<file path="config.mk">
export PLATFORM = sky130hd
export DESIGN_NAME = mem_port_arbiter
export DESIGN_NICKNAME = d
export VERILOG_FILES = /design/src/rtl/mem_arb_pkg.sv /design/src/rtl/rr_arbiter2.sv /design/src/rtl/mem_port_arbiter.sv
export SDC_FILE = /design/constraint.sdc
export NUM_CORES = 1
export LEC_CHECK = 0
export BUFFER_PORTS_ARGS = -buffer_cell sky130_fd_sc_hd__buf_4
export CELL_PAD_IN_SITES_DETAIL_PLACEMENT = 0
export CELL_PAD_IN_SITES_GLOBAL_PLACEMENT = 1
export CORE_ASPECT_RATIO = 0.7
export CORE_MARGIN = 3
export CORE_UTILIZATION = 30
export DETAILED_ROUTE_END_ITERATION = 6
export PLACE_DENSITY = 0.82
export SETUP_SLACK_MARGIN = 0.1
export SLEW_MARGIN = 0
export SYNTH_ARGS = -nofsm -noshare
export SYNTH_HDL_FRONTEND = slang
export SYNTH_SLANG_ARGS = --single-unit
</file>
<file path="constraint.sdc">
create_clock -name clk -period 2.05 [get_ports clk]
set_input_delay 0.3075 -clock clk [delete_from_list [all_inputs] [get_ports clk]]
set_output_delay 0.3075 -clock clk [all_outputs]
set_load 0.005 [all_outputs]
</file>
<file path="src/rtl/mem_arb_pkg.sv">
// Shared types and constants for the fetch/data memory port arbiter.
// Exception causes use the RISC-V mcause encodings.
package mem_arb_pkg;

   localparam int ARB_ADDR_W = 32;
   localparam int ARB_DATA_W = 32;

   typedef enum logic [1:0] {
      ST_IDLE  = 2'd0,
      ST_ISSUE = 2'd1,
      ST_WAIT  = 2'd2,
      ST_RESP  = 2'd3
   } arb_state_e;

   localparam logic [3:0] EXC_INSTR_MISALIGNED = 4'd0;
   localparam logic [3:0] EXC_INSTR_FAULT      = 4'd1;
   localparam logic [3:0] EXC_LOAD_MISALIGNED  = 4'd4;
   localparam logic [3:0] EXC_LOAD_FAULT       = 4'd5;
   localparam logic [3:0] EXC_STORE_MISALIGNED = 4'd6;
   localparam logic [3:0] EXC_STORE_FAULT      = 4'd7;

   localparam logic REQ_FETCH = 1'b0;
   localparam logic REQ_DATA  = 1'b1;

   typedef struct packed {
      logic                  we;
      logic [ARB_ADDR_W-1:0] addr;
      logic [ARB_DATA_W-1:0] wdata;
   } mem_req_t;

   typedef struct packed {
      logic [ARB_DATA_W-1:0] data;
      logic                  exc_valid;
      logic [3:0]            exc_code;
   } mem_res_t;

   // fault=0 selects the misaligned cause, fault=1 the access-fault cause
   function automatic logic [3:0] exc_cause(input logic id, input logic we, input logic fault);
      if (id == REQ_FETCH)
         return fault ? EXC_INSTR_FAULT : EXC_INSTR_MISALIGNED;
      else if (we)
         return fault ? EXC_STORE_FAULT : EXC_STORE_MISALIGNED;
      else
         return fault ? EXC_LOAD_FAULT : EXC_LOAD_MISALIGNED;
   endfunction

endpackage

</file>
<file path="src/rtl/rr_arbiter2.sv">
// Two-input round-robin arbiter with one-hot grant; bit 0 = fetch, bit 1 = data.
// last_grant remembers the most recently accepted requester.
module rr_arbiter2
   import mem_arb_pkg::*;
(
   input  logic       clk,
   input  logic       reset,
   input  logic [1:0] req,
   input  logic       accept,
   output logic [1:0] grant
);

   logic last_grant;

   always_comb begin
      grant = 2'b00;
      if (req[0] && req[1])
         grant = (last_grant == REQ_DATA) ? 2'b01 : 2'b10;
      else
         grant = req;
   end

   // Reset to data so that fetch wins the first tie
   always_ff @(posedge clk) begin
      if (reset)
         last_grant <= REQ_DATA;
      else if (accept && (grant != 2'b00))
         last_grant <= grant[1];
   end

endmodule

</file>
<file path="src/rtl/mem_port_arbiter.sv">
// Shares one single-ported 32-bit memory between instruction fetch and data load/store.
// One transaction in flight; responses carry RISC-V exception causes.
//
//   state    | meaning
//   ---------+----------------------------------------------------------
//   ST_IDLE  | arbitrate, accept one request and latch its fields
//   ST_ISSUE | drive the memory strobe (suppressed for misaligned addr)
//   ST_WAIT  | capture mem_rdata / mem_exc into the response register
//   ST_RESP  | hold the response on the winner's channel until consumed
module mem_port_arbiter
   import mem_arb_pkg::*;
#(
   parameter int ADDR_W = ARB_ADDR_W,
   parameter int DATA_W = ARB_DATA_W
) (
   input  logic              clk,
   input  logic              reset,

   input  logic              fetch_req_valid,
   output logic              fetch_req_ready,
   input  logic [ADDR_W-1:0] fetch_req_addr,
   output logic              fetch_res_valid,
   input  logic              fetch_res_ready,
   output logic [DATA_W-1:0] fetch_res_data,
   output logic              fetch_res_exc_valid,
   output logic [3:0]        fetch_res_exc_code,

   input  logic              data_req_valid,
   output logic              data_req_ready,
   input  logic              data_req_we,
   input  logic [ADDR_W-1:0] data_req_addr,
   input  logic [DATA_W-1:0] data_req_wdata,
   output logic              data_res_valid,
   input  logic              data_res_ready,
   output logic [DATA_W-1:0] data_res_data,
   output logic              data_res_exc_valid,
   output logic [3:0]        data_res_exc_code,

   output logic              mem_en,
   output logic              mem_we,
   output logic [ADDR_W-1:0] mem_addr,
   output logic [DATA_W-1:0] mem_wdata,
   input  logic [DATA_W-1:0] mem_rdata,
   input  logic              mem_exc
);

   arb_state_e state, state_nxt;

   logic [1:0] grant;
   logic       accept;
   logic       id_q;
   mem_req_t   req_q, req_in;
   mem_res_t   res_q, res_nxt;
   logic       aligned_q;
   logic       res_ready_sel;
   logic       issue_go;
   logic       resp_fetch, resp_data;

   rr_arbiter2 u_rr (
      .clk    (clk),
      .reset  (reset),
      .req    ({data_req_valid, fetch_req_valid}),
      .accept (accept),
      .grant  (grant)
   );

   // Ready is only offered in IDLE and never while reset is held
   assign accept          = (state == ST_IDLE) && !reset && (grant != 2'b00);
   assign fetch_req_ready = accept && grant[0];
   assign data_req_ready  = accept && grant[1];

   assign aligned_q     = (req_q.addr[1:0] == 2'b00);
   assign res_ready_sel = (id_q == REQ_DATA) ? data_res_ready : fetch_res_ready;

   always_comb begin
      req_in = '0;
      if (grant[1]) begin
         req_in.we    = data_req_we;
         req_in.addr  = data_req_addr;
         req_in.wdata = data_req_wdata;
      end else begin
         req_in.addr  = fetch_req_addr;
      end
   end

   always_comb begin
      res_nxt = '0;
      if (!aligned_q) begin
         res_nxt.exc_valid = 1'b1;
         res_nxt.exc_code  = exc_cause(id_q, req_q.we, 1'b0);
      end else if (mem_exc) begin
         res_nxt.exc_valid = 1'b1;
         res_nxt.exc_code  = exc_cause(id_q, req_q.we, 1'b1);
      end else if (!req_q.we) begin
         res_nxt.data = mem_rdata;
      end
   end

   always_ff @(posedge clk) begin
      if (reset)
         state <= ST_IDLE;
      else
         state <= state_nxt;
   end

   always_comb begin
      state_nxt = state;
      case (state)
         ST_IDLE:  if (accept) state_nxt = ST_ISSUE;
         ST_ISSUE: state_nxt = ST_WAIT;
         ST_WAIT:  state_nxt = ST_RESP;
         ST_RESP:  if (res_ready_sel) state_nxt = ST_IDLE;
         default:  state_nxt = ST_IDLE;
      endcase
   end

   always_ff @(posedge clk) begin
      if (reset) begin
         id_q  <= REQ_FETCH;
         req_q <= '0;
         res_q <= '0;
      end else begin
         if (accept) begin
            id_q  <= grant[1];
            req_q <= req_in;
         end
         if (state == ST_WAIT)
            res_q <= res_nxt;
      end
   end

   // Outputs decode only registered state, so they are glitch-free and stable in RESP
   always_comb begin
      issue_go   = (state == ST_ISSUE) && aligned_q;
      resp_fetch = (state == ST_RESP) && (id_q == REQ_FETCH);
      resp_data  = (state == ST_RESP) && (id_q == REQ_DATA);

      mem_en    = issue_go;
      mem_we    = issue_go && req_q.we;
      mem_addr  = issue_go ? req_q.addr  : '0;
      mem_wdata = issue_go ? req_q.wdata : '0;

      fetch_res_valid     = resp_fetch;
      fetch_res_data      = resp_fetch ? res_q.data      : '0;
      fetch_res_exc_valid = resp_fetch && res_q.exc_valid;
      fetch_res_exc_code  = resp_fetch ? res_q.exc_code  : 4'd0;

      data_res_valid      = resp_data;
      data_res_data       = resp_data ? res_q.data       : '0;
      data_res_exc_valid  = resp_data && res_q.exc_valid;
      data_res_exc_code   = resp_data ? res_q.exc_code   : 4'd0;
   end

endmodule

</file>
# --- Word-level counts from Yosys, hierarchy flattened ---
# Index checks and enable logic that the tools add are counted.
classes:
  muxes: 24
  n_eq_ne: 5
  n_reduce_logical: 17
  bitwise: 1
ops:
  columns: ["cell", "count"]
  rows:
  - ["32-bit two-way mux", 9]
  - ["1-bit logical AND", 12]
  - ["2-bit two-way mux", 6]
  - ["5-bit two-way mux", 2]
  - ["4-bit two-way mux", 2]
  - ["2-bit case mux with 4 select lines", 1]
  - ["3-bit two-way mux", 2]
  - ["2-bit equality test (second input constant)", 2]
  - ["2-bit logical NOT", 2]
  - ["2-bit inequality test (second input constant)", 2]
  - ["2-bit by 1-bit equality test with 1-bit output (second input constant)", 1]
  - ["1-bit two-way mux", 2]
  - ["2-bit AND reduction", 1]
  - ["2-bit nonzero test", 1]
  - ["1-bit logical NOT", 1]
  - ["1-bit inverter", 1]
word_totals:
  output_inout_bits: 144
  regBits: 106

# --- Depth between registers and ports, before layout ---
depth:
  word_depth: 6
  ltp_mapped: 7
  mapped_depth_nobuf: 5

# --- Modules after synthesis ---
# From an unflattened synthesis, not the netlist that was laid out.
hier_totals:
  hier_cells: 615
  area_unflattened_um2: 5272.6
modules_own_cells:
  columns: ["mod", "instances", "area_each_um2", "seq_area_each_um2", "cells_per_inst"]
  rows:
  - ["mem_port_arbiter", 1, 5211.2, 2082.0, 608]
  - ["rr_arbiter2", 1, 61.3, 20.0, 7]

# --- Worst setup path after synthesis ---
# Ideal clock, no wire load.
synth_timing:
  path_kind: "reg-to-output"
  from: "register state[0]"
  to: "output port fetch_res_data[24]"
  setup_slack_ps: 480
  path_stages_with_launch: 6
  path_buffers: 2
  arrival_ps: 1263
  cell_sequence: "dfxtp_1 > ha_1 > nor2b_1 > clkbuf_1 > clkbuf_1 > and2_1"
synth_between:
  elab_chain_cells: 3
synth_lines:
  columns: ["element", "line", "source"]
  rows:
  - ["from (decl)", "mem_port_arbiter.sv:47", "arb_state_e state, state_nxt;"]
  - ["from (signal assigned)", "mem_port_arbiter.sv:103", "state <= state_nxt;"]
  - ["2-bit equality test", "mem_port_arbiter.sv:135", "resp_fetch = (state == ST_RESP) && (id_q == REQ_FETCH);"]
  - ["1-bit logical AND", "mem_port_arbiter.sv:135", null]
  - ["net fetch_res_valid", "mem_port_arbiter.sv:22", "output logic fetch_res_valid,"]
  - ["32-bit two-way mux", "mem_port_arbiter.sv:144", "fetch_res_data = resp_fetch ? res_q.data : '0;"]
  - ["to (decl)", "mem_port_arbiter.sv:24", "output logic [DATA_W-1:0] fetch_res_data,"]
# The timed path passes the listed nets, and every way through them passes these cells.

# --- Worst setup path after layout ---
layout_timing:
  from: "register state[1]"
  to: "output port data_res_data[27]"
layout_between:
  elab_chain_cells: 3
layout_lines:
  columns: ["element", "line", "source"]
  rows:
  - ["2-bit equality test", "mem_port_arbiter.sv:136", "resp_data = (state == ST_RESP) && (id_q == REQ_DATA);"]
  - ["1-bit logical AND", "mem_port_arbiter.sv:136", null]
  - ["32-bit two-way mux", "mem_port_arbiter.sv:149", "data_res_data = resp_data ? res_q.data : '0;"]
  - ["to (decl)", "mem_port_arbiter.sv:35", "output logic [DATA_W-1:0] data_res_data,"]
# Every way passes these cells.

==> flow_summary.toml <==
[outcome]
status = "finished clean"

[floorplanning]
start_util_pct = 31.0
die_h_um = 115
rows = 39
core_area_um2 = 16500
die_w_um = 162
die-area_um2 = 18700
ioPinCount = 280

[synth]
yosysSeqAreaShare_pct = 41.0
syn_inst = 610
postSynthAreaPerCell_um2 = 8.41
synth.largest_area_cell = "dfxtp_1"
yosys.area.top_type_share_pct = 41.0
netlist_area_um2 = 5130
ys_ff_latch = 105
synth_edf_count = 0
ys.flop_type = "dfxtp_1"
netlist-cell-type-count = 29
async_reset_ff_share_pct = 0
yosys_warnings = 0
ys_top_cells_by_area = "dfxtp_1 41%, and3_1 12%, nor2_1 7.5%"

[drt]
wl_mm = 17.1
post_drt_via_cell_ratio = 4.70
ant_nets = 0
wire_per_inst_um = 15.8
first_pass_iters = 6
drc = 0
vias = 5064
first_iter_violations = 274

[critical_path]
start_kind = "flop"
critPathKind = "reg2out"
critPathMaxStageDelay_ns = 0.36
crit_path_end_kind = "primary output"
crit_path_top_delay_cell = "dfxtp_2"
critPathMostFrequentCell = "buf_4"
crit_required_ns = 1.74
crit_path_max_fanout = 38
crit_chain = "ha_1 > buf_4 > and3_1 > buf_4"
reg2reg_slack_ns = 0.47
critPathArrivalTime_ns = 1.55

[placement]
pre_cts_ws_ns = 0.357
place.port_buffers = 275
dp_hpwl_mm = 11.9
gp_congestion = 0.721

[timing]
worst_pin_slew_ns = 0.792
period_share_pct = 90.7
finalClockSkew_ns = 0.00820
max_freq_mhz = 538
slew_headroom_pct = 47.2
slew_viol_final = 0
finalCriticalPeriod_ns = 1.86
final-setup-viol-count = 0
tns_ns = 0
hold_viol = 0
rsz0062_at_grt = "true"
fin_ws_ns = 0.191

[finish]
final_layout_size_suffix_gt1_share_pct = 40.7
final_common_cell = "buf_4"
n_antenna_cell = 0
layout_common_cells = "282 x buf_4, 103 x dfxtp_1, 102 x nor2_1"
num-nets-final = 988
syn_to_final_growth_pct = 50.7

[power_and_ir_drop]
leakage_nw = 3.98
power_density_nw_per_um2 = 827
vdd_drop_max_mv = 0.506

[global_routing]
grt_pass1_vias = 4761
grt_first_pass_wirelength_mm = 25.8
antenna_found_initial = 0
overflow = 0
grt_usage_pct = 17.1
grt_max_degree = 72

[hold_path]
min_path_type = "in2reg"

[clock_tree]
root_buffer = "clkbuf_16"
cts.sinks = 105
clockBufferDepth = 2
cts.reportedPaths.clkPinSlew_ns = 0.07
postCtsHoldBufs = 0
cts_tree = "built"
worstSkewPairLatency_ns = 0.34
cts_buffers = 9
htree_levels = 3

[job]
drv_cap = 0
what timing repair did:
action,4_1_cts,5_1_grt
pin swaps,1,0
gates resized for setup,1,9
setup endpoints to repair,37,116
setup buffers,1,0
cloned,0,1
worst paths after layout:
check | from | endpoint | cells past startpoint
max | state[1]$_SDFFE_PP0P_ | data_res_data[27] | 4
min | mem_rdata[26] | res_q[31]$_SDFFE_PP0P_ | 3
max reg2reg | state[0]$_SDFFE_PP0P_ | req_q[39]$_SDFFE_PP0P_ | 7
min reg2reg | req_q[39]$_SDFFE_PP0P_ | req_q[39]$_SDFFE_PP0P_ | 1
critical path, delay by kind of cell, from the launching register on:
| family | cells | cell delay, ns |
|---|---|---|
| and+or+nand+nor | 1 | 0.22 |
| buffers and inverters | 2 | 0.45 |
| adders and majority gates | 1 | 0.18 |
| DFF | 1 | 0.36 |
synth_stat cells, types with 2 or more instances:
master,count
a31o_2,32
a21oi_1,37
buf_4,11
nor2b_1,34
nand2_1,4
mux2i_1,35
a22oi_1,33
nor2_1,103
buf_2,12
buf_6,3
clkbuf_1,42
nand3_1,2
nand2b_1,2
and3_1,99
dfxtp_1,105
inv_1,3
ha_1,4
and2_1,38
per-stage QoR:
step | std cells | util (%) | hold slack [ns] | power (mW) | instance area, um2
after floorplan | 613 | - | 0.447 | 3.79 | 5140
after global placement | 1060 | 44.4 | 0.457 | 4.58 | 7350
after detailed placement | 1060 | 44.4 | 0.463 | 4.59 | 7350
after CTS | 1077 | 46.4 | 0.177 | 6.45 | 7670
after global routing | 1078 | 46.7 | 0.181 | 6.83 | 7730
final | 1078 | 46.7 | 0.194 | 6.40 | 7730
where the power goes:
group          internal, mW  total [mW]  leakage [nW]  switching [mW]
registers              2.36        2.54         0.856           0.177
clock network          1.00        1.81         0.156           0.804
logic                 0.924        2.05          2.96            1.13
total                  4.29        6.40          3.98            2.11
layout make-up:
cell class / count / area, um2
repair buffers: 292 / 2300
flip-flops and latches: 105 / 2100
clock inverters: 6 / 72.6
well taps: 225 / 282
inverters: 4 / 15.0
clock buffers: 10 / 239
fillers: 1674 / 8810
multi-input cells: 436 / 2720
kinds of logic after synthesis:
family          count (synthesis)  share of synthesized area [%]
compound gates                109                           15.0
fa+ha+maj                       4                          0.976
buf+inv                        72                           6.80
flops                         105                           41.0
mux                            35                           6.83
other cells                     1                         0.0731
simple gates                  284                           29.4
metal layers:
layer  track usage (%)  share of wire (%)  up-vias
li1                  -                  -     2572
met1              22.5                 44     2295
met2              27.0                 45      188
met3              6.88                 10        9
met4              2.73               0.60        0
met5                 0                  0        -
registers in the layout (all words and copies together) (netlist names):
register	cells
id_q	1
u_rr.last_grant	1
req_q	65
res_q	36
state	2
Power figures use the tool's default switching activity.
